$ cat config.mk
export PLATFORM = sky130hd
export DESIGN_NAME = core_lsu
export DESIGN_NICKNAME = d
export VERILOG_FILES = /design/src/rtl/core_lsu_pkg.sv /design/src/rtl/core_lsu_align.sv /design/src/rtl/core_lsu.sv
export SDC_FILE = /design/constraint.sdc
export NUM_CORES = 1
export LEC_CHECK = 0
export ABC_AREA = 1
export CAP_MARGIN = 20
export CORE_MARGIN = 4
export CORE_UTILIZATION = 44
export CTS_BUF_LIST = sky130_fd_sc_hd__clkbuf_16
export DETAILED_ROUTE_END_ITERATION = 6
export MAX_ROUTING_LAYER = met4
export PLACE_DENSITY = 0.78
export SYNTH_ARGS = -nofsm -noshare
export SYNTH_HDL_FRONTEND = slang
export SYNTH_SLANG_ARGS = --single-unit
$ cat constraint.sdc
create_clock -name clk -period 1.6 [get_ports clk]
set_input_delay 0.24 -clock clk [delete_from_list [all_inputs] [get_ports clk]]
set_output_delay 0.24 -clock clk [all_outputs]
set_load 0.05 [all_outputs]
$ cat src/rtl/core_lsu_pkg.sv
// Shared definitions for the load/store unit: FSM states, operand sizes and
// the alignment rule used when accepting a request.
package core_lsu_pkg;

    localparam int XLEN = 32;

    typedef enum logic [1:0] {
        IDLE   = 2'd0,
        ACCESS = 2'd1,
        RESP   = 2'd2
    } state_t;

    typedef enum logic [1:0] {
        SZ_BYTE = 2'd0,
        SZ_HALF = 2'd1,
        SZ_WORD = 2'd2
    } size_t;

    function automatic logic is_misaligned(size_t size, logic [1:0] lo);
        case (size)
            SZ_HALF: return lo[0];
            SZ_WORD: return |lo;
            default: return 1'b0;
        endcase
    endfunction

endpackage

$ cat src/rtl/core_lsu_align.sv
// Byte-lane formatting for stores and lane extraction with sign/zero
// extension for loads. Purely combinational.
module core_lsu_align
    import core_lsu_pkg::*;
(
    input  logic [1:0]      size,
    input  logic            is_store,
    input  logic            is_unsigned,
    input  logic [1:0]      addr_lo,
    input  logic [XLEN-1:0] store_data,
    input  logic [XLEN-1:0] rdata,
    output logic [3:0]      wstrb,
    output logic [XLEN-1:0] wdata,
    output logic [XLEN-1:0] load_data
);

    logic [7:0]  rbyte;
    logic [15:0] rhalf;

    always_comb begin
        case (addr_lo)
            2'd0:    rbyte = rdata[7:0];
            2'd1:    rbyte = rdata[15:8];
            2'd2:    rbyte = rdata[23:16];
            default: rbyte = rdata[31:24];
        endcase
        rhalf = addr_lo[1] ? rdata[31:16] : rdata[15:0];
    end

    always_comb begin
        wstrb     = 4'b0000;
        wdata     = '0;
        load_data = '0;
        if (is_store) begin
            case (size)
                SZ_BYTE: begin
                    wstrb = 4'b0001 << addr_lo;
                    wdata = {4{store_data[7:0]}};
                end
                SZ_HALF: begin
                    wstrb = 4'b0011 << addr_lo;
                    wdata = {2{store_data[15:0]}};
                end
                default: begin
                    wstrb = 4'b1111;
                    wdata = store_data;
                end
            endcase
        end else begin
            case (size)
                SZ_BYTE: load_data = is_unsigned ? {24'b0, rbyte} : {{24{rbyte[7]}}, rbyte};
                SZ_HALF: load_data = is_unsigned ? {16'b0, rhalf} : {{16{rhalf[15]}}, rhalf};
                default: load_data = rdata;
            endcase
        end
    end

endmodule

$ cat src/rtl/core_lsu.sv
// Load/store unit: accepts one decoded memory op from the ALU stage, runs a
// single REQ/ACK bus transaction and reports completion status.
module core_lsu
    import core_lsu_pkg::*;
#(
    parameter int unsigned TIMEOUT = 16
) (
    input  logic        rst_n,
    input  logic        clk,
    input  logic        VALID,
    input  logic        I_LB,
    input  logic        I_LH,
    input  logic        I_LW,
    input  logic        I_LBU,
    input  logic        I_LHU,
    input  logic        I_SB,
    input  logic        I_SH,
    input  logic        I_SW,
    input  logic [31:0] ADDR,
    input  logic [31:0] STORE_DATA,
    output logic        MEM_REQ,
    output logic        MEM_WE,
    output logic [31:0] MEM_ADDR,
    output logic [3:0]  MEM_WSTRB,
    output logic [31:0] MEM_WDATA,
    input  logic [31:0] MEM_RDATA,
    input  logic        MEM_ACK,
    output logic        BUSY,
    output logic        DONE,
    output logic [31:0] LOAD_DATA,
    output logic        MISALIGN,
    output logic        BUS_ERR
);

    state_t          state, next_state;
    size_t           dec_size, op_size;
    logic            dec_store, dec_unsigned, op_store, op_unsigned;
    logic [3:0]      n_flags;
    logic            dec_mis;
    logic            accept, illegal, ack_done, timeout_hit;
    logic [XLEN-1:0] addr_q, sdata_q, load_q, cnt;
    logic            misalign_q, bus_err_q;
    logic [3:0]      al_wstrb;
    logic [XLEN-1:0] al_wdata, al_load;

    assign n_flags = 4'($countones({I_LB, I_LH, I_LW, I_LBU, I_LHU, I_SB, I_SH, I_SW}));

    always_comb begin
        dec_size = SZ_WORD;
        if (I_LB || I_LBU || I_SB)
            dec_size = SZ_BYTE;
        else if (I_LH || I_LHU || I_SH)
            dec_size = SZ_HALF;
        dec_store    = I_SB || I_SH || I_SW;
        dec_unsigned = I_LBU || I_LHU;
    end

    assign dec_mis = is_misaligned(dec_size, ADDR[1:0]);

    always_ff @(posedge clk or negedge rst_n) begin
        if (!rst_n)
            state <= IDLE;
        else
            state <= next_state;
    end

    // Bus outputs are driven only while the request is outstanding.
    always_comb begin
        next_state  = state;
        accept      = 1'b0;
        illegal     = 1'b0;
        ack_done    = 1'b0;
        timeout_hit = 1'b0;
        MEM_REQ     = 1'b0;
        MEM_WE      = 1'b0;
        MEM_ADDR    = '0;
        MEM_WSTRB   = 4'b0000;
        MEM_WDATA   = '0;
        BUSY        = 1'b1;
        DONE        = 1'b0;
        case (state)
            IDLE: begin
                BUSY = 1'b0;
                if (VALID && n_flags == 4'd1) begin
                    accept     = 1'b1;
                    next_state = dec_mis ? RESP : ACCESS;
                end else if (VALID && n_flags > 4'd1) begin
                    illegal    = 1'b1;
                    next_state = RESP;
                end
            end
            ACCESS: begin
                MEM_REQ   = 1'b1;
                MEM_WE    = op_store;
                MEM_ADDR  = {addr_q[XLEN-1:2], 2'b00};
                MEM_WSTRB = al_wstrb;
                MEM_WDATA = al_wdata;
                if (MEM_ACK) begin
                    ack_done   = 1'b1;
                    next_state = RESP;
                end else if (TIMEOUT != 0 && cnt + 32'd1 == TIMEOUT) begin
                    timeout_hit = 1'b1;
                    next_state  = RESP;
                end
            end
            RESP: begin
                DONE       = 1'b1;
                next_state = IDLE;
            end
            default: next_state = IDLE;
        endcase
    end

    always_ff @(posedge clk or negedge rst_n) begin
        if (!rst_n) begin
            op_size     <= SZ_BYTE;
            op_store    <= 1'b0;
            op_unsigned <= 1'b0;
            addr_q      <= '0;
            sdata_q     <= '0;
            load_q      <= '0;
            cnt         <= '0;
            misalign_q  <= 1'b0;
            bus_err_q   <= 1'b0;
        end else begin
            if (accept || illegal) begin
                load_q     <= '0;
                misalign_q <= accept && dec_mis;
                bus_err_q  <= illegal;
                cnt        <= '0;
            end
            if (accept) begin
                op_size     <= dec_size;
                op_store    <= dec_store;
                op_unsigned <= dec_unsigned;
                addr_q      <= ADDR;
                sdata_q     <= STORE_DATA;
            end
            if (ack_done)
                load_q <= al_load;
            if (state == ACCESS && !MEM_ACK)
                cnt <= cnt + 32'd1;
            if (timeout_hit)
                bus_err_q <= 1'b1;
        end
    end

    core_lsu_align u_align (
        .size        (op_size),
        .is_store    (op_store),
        .is_unsigned (op_unsigned),
        .addr_lo     (addr_q[1:0]),
        .store_data  (sdata_q),
        .rdata       (MEM_RDATA),
        .wstrb       (al_wstrb),
        .wdata       (al_wdata),
        .load_data   (al_load)
    );

    assign LOAD_DATA = load_q;
    assign MISALIGN  = misalign_q;
    assign BUS_ERR   = bus_err_q;

endmodule

# Word-level counts from Yosys, hierarchy flattened
# Cells that the tools add are included.
[op_classes]
n_mux = 41
reduce_logical = 21
n_lt_le_gt_ge = 1
shift = 2
eq_ne = 11
n_addsub = 8
[op_table]
columns = ["operator", "count"]
rows = [
  ["two-way mux 32 bit", 9],
  ["case mux 32 bit (2 select lines)", 2],
  ["adder 32 x 1 -> 32 bit, second input constant", 1],
  ["== test 32 x 5 -> 1 bit, second input constant", 1],
  ["case mux 8 bit (3 select lines)", 1],
  ["two-way mux 1 bit", 16],
  ["two-way mux 16 bit", 1],
  ["two-way mux 2 bit", 7],
  ["adder 1 x 1 -> 2 bit", 4],
  ["== test 2 x 1 -> 1 bit, second input constant", 4],
  ["logical OR 1 bit", 8],
  ["two-way mux 4 bit", 2],
  ["case mux 4 bit (2 select lines)", 1],
  ["adder 2 x 2 -> 3 bit", 2],
  ["== test 2 bit, second input constant", 3],
  ["logical NOT 2 bit", 3],
  ["inequality test 3 bit, second input constant", 2],
  ["nonzero test 2 bit", 3],
  ["adder 3 x 3 -> 4 bit", 1],
  ["== test 4 x 1 -> 1 bit, second input constant", 1],
  ["greater-than comparator 4 x 1 -> 1 bit, second input constant", 1],
  ["logical AND 1 bit", 4],
  ["case mux 2 bit (2 select lines)", 1],
  ["left shift 1 x 2 -> 4 bit, first input constant", 1],
  ["other kinds (5)", 5],
]
[word_totals]
reg_bits = 136
elab_cells = 94
output_inout_bits = 106

# Depth between registers and ports, before layout
[logic_depth]
depth_word = 11
depth_mapped = 18
ltp_nobuf = 17

# Modules after synthesis
# From an unflattened synthesis, not the netlist that was laid out.
[hier_totals]
cells_unflattened = 1160
area_unflattened_um2 = 8157.8
[by_module_without_submodules]
columns = ["module", "cells_each", "n_inst", "seq_area_each_um2", "area_each_um2"]
rows = [
  ["core_lsu", 885, 1, 3403.3, 6831.6],
  ["core_lsu_align", 275, 1, 0.0, 1326.3],
]

# Worst setup path before layout
# OpenSTA, ideal clock, no wires.
[synth_path]
path_kind = "input to register"
start = "input I_LB"
end = "register sdata_q[22]"
required_ns = 1.534
cell_stages = 16
arrival_time_ns = 3.397
n_path_buf = 2
slack_ns = -1.863
cell_sequence = "fa_1 inv_1 fa_1 fa_1 inv_1 ha_1 fa_1 nand2_1 a211oi_1 nor2_1 nor2_2 nand3_1 clkbuf_1 clkbuf_1 nand2_1 nand2_1"
[synth_via]
elab_chain_cells = 7
[synth_rtl]
columns = ["item", "line", "text"]
rows = [
  ["from (decl)", "core_lsu.sv:11", "input logic I_LB,"],
  ["adder 1 x 1 -> 2 bit (not written as such)", "core_lsu.sv:46", "assign n_flags = 4'($countones({I_LB, I_LH, I_LW, I_LBU, I_LHU, I_SB, I_SH, I_SW}));"],
  ["adder 2 x 2 -> 3 bit (not written as such)", "core_lsu.sv:46", ""],
  ["adder 3 x 3 -> 4 bit (not written as such)", "core_lsu.sv:46", ""],
  ["== test 4 x 1 -> 1 bit", "core_lsu.sv:84", "if (VALID && n_flags == 4'd1) begin"],
  ["logical AND 1 bit", "core_lsu.sv:84", ""],
  ["two-way mux 1 bit", "core_lsu.sv:84", ""],
  ["two-way mux 1 bit", "core_lsu.sv:81", "case (state)"],
  ["to (signal assigned)", "core_lsu.sv:120", "sdata_q <= '0;"],
  ["to (signal assigned)", "core_lsu.sv:137", "sdata_q <= STORE_DATA;"],
  ["to (decl)", "core_lsu.sv:41", "logic [XLEN-1:0] addr_q, sdata_q, load_q, cnt;"],
]
# Every way passes these cells.
# A chain may end at the register's enable or synchronous reset.

# Worst setup path in the final report
[layout_path]
start = "input I_LB"
end = "register sdata_q[4]"
# Same word-level chain as after synthesis.

==> run summary <==
Layout area overhead - 93.24%
CP startpoint kind - input pin
sw power - 0.01050 W
Crit. Startpoint - I_LB
fill count - 592
Seq pwr share - 24.1%
Yosys top cell area share - 45.31%
CTS tree - done
Inserted Clock Buffers - 17
RSZ-0062 raised after global routing - yes
Worst Path Buf+Inv - 7
switching part of the total - 47.07%
Max Transition Viols Final - 0
Initial Utilization - 45.13%
DIE WIDTH - 138.7 um
Crit path top cell by count - fa_1
Crit path required time - 1.95 ns
total gr overflow - 0
TritonRoute pass-1 iters - 7
number of remaining DRC errors - 30
final period utilization - 237.3%
Clock Skews - 0.01720 ns
top achievable clock speed - 0.2634 GHz
core area - 16,640 um2
most common cell in the netlist - nand2_1
Final ANT Viol Nets - 0
count of different cell masters after synthesis - 39
Synth Register Bits - 136
initial antenna violation count - 3
final setup vio count - 206
worst r2r dst - state[1]
class of the worst hold path - input pin to async pin
FF-to-FF path depth - 15
P_int - 0.01181 W
initial drt markers - 2,266
final WL - 50.57 mm
synth warn - 0
Setup Crit Path Kind - input pin to flop
vias in the first global route - 10,145
first-pass GRT wire length - 57.73 mm
Avg Cell Area, Syn - 7.250 um2
Critical Path Sink Type - flop
Multi-input gate area - 4811 um2
Synth area leaders - dfrtp_1, nand2_1, nor2_1, o21ai_0, inv_1
R2R Setup Slk - -1.21 ns
cell-by-cell trace of the critical path - buf_8, fa_1, inv_1, fa_1, fa_1, inv_2, ha_4, fa_2, nand2_2, a211oi_2, nor2_2, nor2_4, nand3_4, buf_6, inv_8, buf_12, buf_12, nand2_1, o21ai_1
wire per inst - 30.78 um
worst vdd ir - 1.040 mV
pwr dens - 1537 nW/um2
GRT Total Usage - 39.06%
Final min period - 3.797 ns
count of input and output buffers - 211
vias - 11,288
Row Count - 47
Nets - 1,523
chip height - 138.7 um
ys async rst share - 100.0%
main flop type after synthesis - dfrtp_1
worst hold slack - 0.2575 ns
Yosys top cell by area - dfrtp_1
Final WS setup - -2.197 ns
Clk pwr share - 21.1%
clock latency on the worst-skew pair - 0.45 ns
R2R Path Start - cnt[0]
sequential cell area - 3406 um2
pin count of the biggest net entering global routing - 33
I/O Pins - 214
commonest cells in the netlist - nand2_1, dfrtp_1, nor2_1
Least-Margin Pin Slew - 0.7244 ns
data arrival time of the critical path - 4.15 ns
pre-CTS WS - -2.433 ns
crit path max fanout - 8
root buf cell - clkbuf_16
max_cap viols - 0
Mapped Cells - 1,036
synthesized area - 7511 um2
Comb pwr share - 54.8%
clock slew at reported path FFs - 0.07 ns
CP delay by family, top - adder cells
P_leak - 6.795 nW
status - finished, violations left
slowest library cell on the worst path - fa_1
Inst Count DP - 1,547
failing checks - DRC, setup timing
Clock Sinks - 136
Layout Cells excl Fill - 1,643
Max H-tree Level - 4
Clock Tree Buf Depth - 2
post-DP HPWL - 19.47 mm
Fin. Hold Viols - 0
Crit path largest cell delay - 0.59 ns
Post-synth EDFFs - 0
Die ar. - 19,230 um2
RD Place Congestion - 0.9208
Worst slew margin - 51.71%
routed vias/inst - 6.870
sequential area share after synthesis - 45.31%
fraction of layout cells with a size suffix above 1 - 40.63%
==> registers in the layout (all words and copies together), names as in the netlist <==
name and cells:
BUS_ERR 1, LOAD_DATA 32, MISALIGN 1, addr_q 32
cnt 32, op_size 2, op_store 1, op_unsigned 1
sdata_q 32, state 2
==> cell usage in the layout, fill, tap and decap left out, types with 5 or more instances in the layout <==
cell,synthesis,layout
bufinv_16,0,6
a22o_1,11,11
dfrtp_1,136,134
clkbuf_16,0,21
inv_1,104,95
nand2_2,6,61
o21ai_0,81,16
nand2_4,3,29
o22ai_2,0,13
nor2_2,10,12
inv_2,2,6
clkdlybuf4s50_1,0,103
nand2_1,362,281
o211ai_1,16,16
buf_8,0,5
buf_12,0,96
o22ai_1,20,5
buf_4,2,149
buf_16,0,15
nand3b_1,7,7
nand3_1,30,27
nor2_1,126,55
o21ai_2,0,23
o21ai_4,0,10
a21oi_1,29,24
o21ai_1,1,33
buf_6,0,18
nor2_4,5,74
==> how the worst max path moves through the flow <==
stage / to / slack, ns / cells after the start
after floorplan: op_size[0] / -1.76 / 17
after global placement: cnt[1] / -2.33 / 18
after detailed placement: LOAD_DATA[8] / -2.43 / 18
after CTS: LOAD_DATA[15] / -1.73 / 19
after global routing: addr_q[10] / -2.38 / 20
final: sdata_q[4] / -2.20 / 19
==> power by group through the flow <==
stage / clock (W) / combinational [W] / sequential, W
4_1_cts: 0.00446 / 0.00923 / 0.00498
2_1_floorplan: 0 / 0.00451 / 0.00491
3_5_place_dp: 0 / 0.00738 / 0.00497
5_1_grt: 0.00476 / 0.0124 / 0.00535
6_report: 0.00472 / 0.0122 / 0.00538
3_3_place_gp: 0 / 0.00717 / 0.00492
==> logic make-up (layout without fill, tap and decap cells) <==
group	count (synthesis)	count (layout)	synth area share (%)
simple gates	562	562	30.92
compound gates	177	177	13.94
buf+inv	151	534	7.913
flops	136	136	45.31
fa+ha+maj	8	8	1.733
other cells	1	5	0.04993
mux	1	1	0.1333
==> metal layers <==
metal  part of all wire, %  vias to the layer above  GRT usage, %
li1                      -                     4070             -
met1                    31                     5059         44.54
met2                    41                     1487         63.93
met3                    15                      672         9.241
met4                    13                        0         21.01
met5                     0                        -             -
==> through the flow <==
step                utilization [%]  area (um2)  TNS, ns  total power (W)
global placement              71.50       11900  -308.72          0.01209
global route                  87.21       14510  -319.80          0.02253
finish                        87.21       14510  -304.25          0.02231
CTS                           83.17       13840  -248.30          0.01867
detailed placement            71.50       11900  -321.37          0.01234
floorplan                         -        8084  -249.07         0.009423
==> final cells by class <==
cell class | count | share of cell area, %
Clock buffer | 17 | 2.931
Sequential cell | 136 | 23.47
Clock inverter | 15 | 1.603
Timing Repair Buffer | 395 | 33.91
Antenna cell | 3 | 0.05172
Inverter | 107 | 2.991
Tap cell | 220 | 1.897
Multi-Input combinational cell | 750 | 33.15
==> what timing repair did <==
action                                 4_1_cts  5_1_grt
setup endpoints to repair                  205      206
cloned                                      18        4
buffers inserted                            27       21
hold buffers                                 1        0
endpoints found under the hold margin       27        0
gates resized for setup                    232      122
pin swaps                                   39       29
No activity file was read; power rests on OpenSTA's default activity.
